==> src/rtl/uart_tx_arbiter.sv <==
// Round-robin arbiter feeding one UART transmitter from N_REQ byte requesters.
// Optional UART_TX_ARBITER_LOCK_EN adds i_req_lock to keep multi-byte messages contiguous.
module uart_tx_arbiter #(
   parameter int unsigned N_REQ         = 4,
   parameter int unsigned START_TIMEOUT = 64,
   localparam int unsigned IW           = $clog2(N_REQ)
) (
   input  logic               i_clk,
   input  logic               i_rst_n,
   input  logic [N_REQ-1:0]   i_req_valid,
   input  logic [N_REQ*8-1:0] i_req_data,
`ifdef UART_TX_ARBITER_LOCK_EN
   input  logic [N_REQ-1:0]   i_req_lock,
`endif
   output logic [N_REQ-1:0]   o_req_ready,
   output logic               o_tx_data_valid,
   output logic [7:0]         o_tx_data,
   input  logic               i_tx_busy,
   output logic [IW-1:0]      o_grant_id,
   output logic               o_arb_busy,
   output logic               o_start_err
);

   typedef enum logic [1:0] {StIdle, StIssue, StWaitStart, StWaitDone} state_e;

   state_e             r_state;
   state_e             w_state_nxt;
   logic [IW-1:0]      r_last;
   logic [7:0]         r_cnt;
   logic [N_REQ-1:0]   r_req_ready;
   logic               r_tx_valid;
   logic [7:0]         r_tx_data;
   logic [IW-1:0]      r_grant_id;
   logic               r_arb_busy;
   logic               r_start_err;
`ifdef UART_TX_ARBITER_LOCK_EN
   logic               r_lock_ok;
`endif

   logic [IW-1:0]      w_win;
   logic [IW-1:0]      w_sel;
   logic               w_found;
   logic               w_issue;
   logic               w_timeout;
   logic [7:0]         w_cnt_inc;
   logic [N_REQ-1:0]   w_onehot;

   // First valid requester searching upward from last+1 with wrap-around
   always_comb begin
      w_win   = r_last;
      w_sel   = '0;
      w_found = 1'b0;
      for (int unsigned i = 1; i <= N_REQ; i++) begin
         w_sel = IW'((32'(r_last) + i) % N_REQ);
         if (!w_found && i_req_valid[w_sel]) begin
            w_found = 1'b1;
            w_win   = w_sel;
         end
      end
`ifdef UART_TX_ARBITER_LOCK_EN
      if (r_lock_ok && i_req_lock[r_last] && i_req_valid[r_last]) begin
         w_found = 1'b1;
         w_win   = r_last;
      end
`endif
   end

   assign w_cnt_inc = (r_cnt == 8'hFF) ? r_cnt : r_cnt + 8'd1;
   assign w_onehot  = {{(N_REQ-1){1'b0}}, 1'b1} << w_win;

   always_comb begin
      w_state_nxt = r_state;
      w_issue     = 1'b0;
      w_timeout   = 1'b0;
      unique case (r_state)
         StIdle: begin
            if (w_found && !i_tx_busy) begin
               w_issue     = 1'b1;
               w_state_nxt = StIssue;
            end
         end
         StIssue: w_state_nxt = StWaitStart;
         StWaitStart: begin
            if (i_tx_busy) begin
               w_state_nxt = StWaitDone;
            end else if (w_cnt_inc == 8'(START_TIMEOUT)) begin
               w_timeout   = 1'b1;
               w_state_nxt = StIdle;
            end
         end
         StWaitDone: begin
            if (!i_tx_busy) w_state_nxt = StIdle;
         end
         default: w_state_nxt = StIdle;
      endcase
   end

   always_ff @(posedge i_clk or negedge i_rst_n) begin
      if (!i_rst_n) begin
         r_state     <= StIdle;
         r_last      <= IW'(N_REQ - 1);
         r_cnt       <= 8'h00;
         r_req_ready <= '0;
         r_tx_valid  <= 1'b0;
         r_tx_data   <= 8'h00;
         r_grant_id  <= '0;
         r_arb_busy  <= 1'b0;
         r_start_err <= 1'b0;
      end else begin
         r_state     <= w_state_nxt;
         r_tx_valid  <= w_issue;
         r_req_ready <= w_issue ? w_onehot : '0;
         r_start_err <= w_timeout;
         r_arb_busy  <= (w_state_nxt != StIdle);
         if (w_issue) begin
            r_tx_data  <= i_req_data[{w_win, 3'b000} +: 8];
            r_grant_id <= w_win;
            r_last     <= w_win;
         end
         if (r_state == StIssue) begin
            r_cnt <= 8'h00;
         end else if (r_state == StWaitStart && !i_tx_busy) begin
            r_cnt <= w_cnt_inc;
         end
      end
   end

`ifdef UART_TX_ARBITER_LOCK_EN
   // Lock priority only applies after a frame that actually completed
   always_ff @(posedge i_clk or negedge i_rst_n) begin
      if (!i_rst_n) begin
         r_lock_ok <= 1'b0;
      end else if (r_state == StWaitDone && w_state_nxt == StIdle) begin
         r_lock_ok <= 1'b1;
      end else if (w_timeout) begin
         r_lock_ok <= 1'b0;
      end
   end
`endif

   assign o_req_ready     = r_req_ready;
   assign o_tx_data_valid = r_tx_valid;
   assign o_tx_data       = r_tx_data;
   assign o_grant_id      = r_grant_id;
   assign o_arb_busy      = r_arb_busy;
   assign o_start_err     = r_start_err;

endmodule

==> config.mk <==
export PLATFORM = sky130hd
export DESIGN_NAME = uart_tx_arbiter
export DESIGN_NICKNAME = d
export VERILOG_FILES = /design/src/rtl/uart_tx_arbiter.sv
export SDC_FILE = /design/constraint.sdc
export NUM_CORES = 1
export LEC_CHECK = 0
export CAP_MARGIN = 20
export CORE_MARGIN = 2
export CORE_UTILIZATION = 43
export CTS_CLUSTER_DIAMETER = 60
export DETAILED_ROUTE_END_ITERATION = 12
export PLACE_DENSITY_LB_ADDON = 0.2
export SKIP_CTS_REPAIR_TIMING = 1
export SYNTH_ARGS = -nofsm -noshare
export SYNTH_HDL_FRONTEND = slang
export SYNTH_SLANG_ARGS = --single-unit
==> constraint.sdc <==
create_clock -name i_clk -period 3.7 [get_ports i_clk]
set_input_delay 0.555 -clock i_clk [delete_from_list [all_inputs] [get_ports i_clk]]
set_output_delay 0.555 -clock i_clk [all_outputs]
set_load 0.005 [all_outputs]
==> summary.md <==
| Metric | Value |
|---|---|
| Hold WS | 491 ps |
| Vias | 1,566 |
| Worst-Margin Slew | 447 ps |
| # rows | 23 |
| Routed WL | 4060 um |
| All-Layer GR Usage | 19.2% |
| Root Driver | clkbuf_8 |
| WP data arrival | 2520 ps |
| Async S/R FF share, synth | 100% |
| P&R area growth vs syn | 37.1% |
| LEAKAGE | 1.01 nW |
| Status | completed |
| Placeable Area | 0.00397 mm2 |
| Share of total power in combinational logic | 42.8% |
| I/O pin cnt | 56 |
| Setup_tns | 0 ps |
| Mapped cell area | 0.00176 mm2 |
| Final hold viol count | 0 |
| Syn Nets | 220 |
| Critical setup path kind | input port to flop |
| Total CTS buffers | 5 |
| Final setup vio count | 0 |
| H-tree depth | 2 |
| Worst slew margin | 69.9% |
| Mean Syn Cell Area | 9.75 um2 |
| Sw Pwr | 510 uW |
| Most common cell after layout, fill and taps aside | clkdlybuf4s50_1 |
| Layout Skew | 8.16 ps |
| Post-Place Cell Area | 0.00231 mm2 |
| Register area share after synthesis | 41.5% |
| First-pass GRT wire length | 6580 um |
| CTS tree | yes |
| Power Density | 597 mW/mm2 |
| GR Overflow Total | 0 |
| Synth cell types | 52 |
| Final net count | 270 |
| Clk sinks | 29 |
| Half-perimeter wire length after placement | 3030 um |
| Ant diodes | 0 |
| Part of the power in the clock network | 20.1% |
| Post-DR vias/cell | 5.57 |
| Yosys Warn Count | 0 |
| Vias in the first global route | 1,432 |
| Post-layout minimum cycle time | 2330 ps |
| Final clock period utilization by the worst path | 62.9% |
| CP required | 3890 ps |
| Startpoint class of the critical path | input port |
| Die X-Extent | 67.9 um |
| Clk Latency, worst-skew pair | 280 ps |
| Wire per inst | 14.4 um |
| P_int | 927 uW |
| Sw frac | 35.5% |
| CP endpoint kind | flop |
| Starting Density | 44.2% |
| IO Port Bufs | 55 |
| Peak VDD IR | 0.345 mV |
| Initial antenna violation count | 0 |
| First-pass DRT Iterations | 4 |
| EDFF count, synth | 0 |
| Antenna-violating nets left | 0 |
| Final Power | 1.44 mW |
| Ys flop type | dfrtp_1 |
| Fill cells | 358 |
| Clock slew at reported path FFs | 60 ps |
| Post-Synthesis Cells | 180 |
| Max-slew violations | 0 |
| Number of synthesized register bits | 29 |
| Routability Congestion | 0.829 |
| Largest net degree at the start of global routing | 30 |
| Max cap viols | 0 |
| Finished Core Util | 60.6% |
| Maximum buffer depth of the clock tree | 2 |
| Die Outline Area | 0.00461 mm2 |
| Initial DRC Count | 148 |
| Cell area after layout | 0.00241 mm2 |
| Crit path max fanout | 11 |
| Sequential power share | 37.1% |
| Die height | 67.9 um |
| Worst Hold Class | flop to flop |
| # DRC | 0 |
| Fmax achieved | 430 MHz |
| Layout cells sized above 1 | 12.6% |
| Most frequent cells in the layout | 55 x clkdlybuf4s50_1, 27 x dfrtp_1, 19 x nand2_1, 19 x mux2i_1, 14 x nor2_1 |
| RSZ-0062 raised after global routing | no |
sequential cells by signal, indices dropped and copies added, names as in the netlist:
register and cells:
o_arb_busy 1, o_grant_id 2, o_req_ready 4, o_start_err 1, o_tx_data 8, o_tx_data_valid 1, r_cnt 8, r_last 2
r_state 2
layout make-up:
cell class                      instances  area, um2  share of cell area [%]
Multi-Input combinational cell        131        922                    38.3
Sequential cell                        29        728                    30.2
Timing Repair Buffer                   57        566                    23.5
Clock buffer                            7       96.3                    4.00
Tap cell                               50       62.6                    2.60
Inverter                                6       27.5                    1.14
Clock inverter                          1       5.00                   0.208
cells by family (layout without fill, tap and decap cells):
group	count (synthesis)	after routing	share of synthesized area [%]
AO/OA/AOI/OAI	44	44	20.7
XOR/XNOR	1	1	0.499
adder cells (fa/ha/maj)	1	1	0.713
buffers and inverters	20	71	6.20
flip-flops	29	29	41.5
multiplexers	19	19	10.8
AND/OR/NAND/NOR	66	66	19.6
routing by layer:
metal  global-route usage, %  part of all wire [%]
met2                    31.1                    49
met5                       0                     0
met4                    6.75                  0.99
met3                    5.26                   5.3
met1                    24.6                    45
critical path, stage by stage:
cell             delay (ps)
clkdlybuf4s50_1         540
or2_1                   380
or3_4                   490
clkinv_4                110
nand2_2                 190
o221ai_1                250
synth_stat cells, drive strengths merged (3+ instances only):
library cell,n,area (um2)
inv,5,18.8
nor3,3,15.0
and3,4,25.0
nand4,3,25.0
nand2,21,83.8
nor4,3,18.8
o221ai,8,114
nand3,6,30.0
buf,6,51.3
mux2i,19,190
dfrtp,27,676
clkbuf,8,30.0
a21oi,7,35.0
o21ai,9,45.0
nor2,14,52.6
power groups by stage:
| stage | clock network, mW | registers [mW] | logic [mW] |
|---|---|---|---|
| finish | 0.289 | 0.533 | 0.615 |
| global route | 0.309 | 0.553 | 0.681 |
| CTS | 0.297 | 0.532 | 0.626 |
| detailed placement | 0 | 0.535 | 0.625 |
| global placement | 0 | 0.539 | 0.619 |
| floorplan | 0 | 0.481 | 0.441 |
path summary, 6_finish.rpt:
kind / from / to / slack [ps] / cells past startpoint
setup / recovery: i_tx_busy / o_tx_data[7] / 1370 / 6
hold / removal: o_tx_data[1] / o_tx_data[1] / 490 / 2
setup reg to reg: r_cnt[0] / o_arb_busy / 1500 / 6
hold reg to reg: o_tx_data[1] / o_tx_data[1] / 490 / 2
max in group asynchronous: i_rst_n / r_last[1] / 2730 / 2
min in group asynchronous: i_rst_n / r_cnt[5] / 650 / 2
stage by stage:
stage	worst slack (ps)	std cells
2_1_floorplan	1750	180
3_3_place_gp	1150	273
3_5_place_dp	1090	273
4_1_cts	1400	281
5_1_grt	1230	281
6_report	1370	281
(Power assumes the default switching activity.)
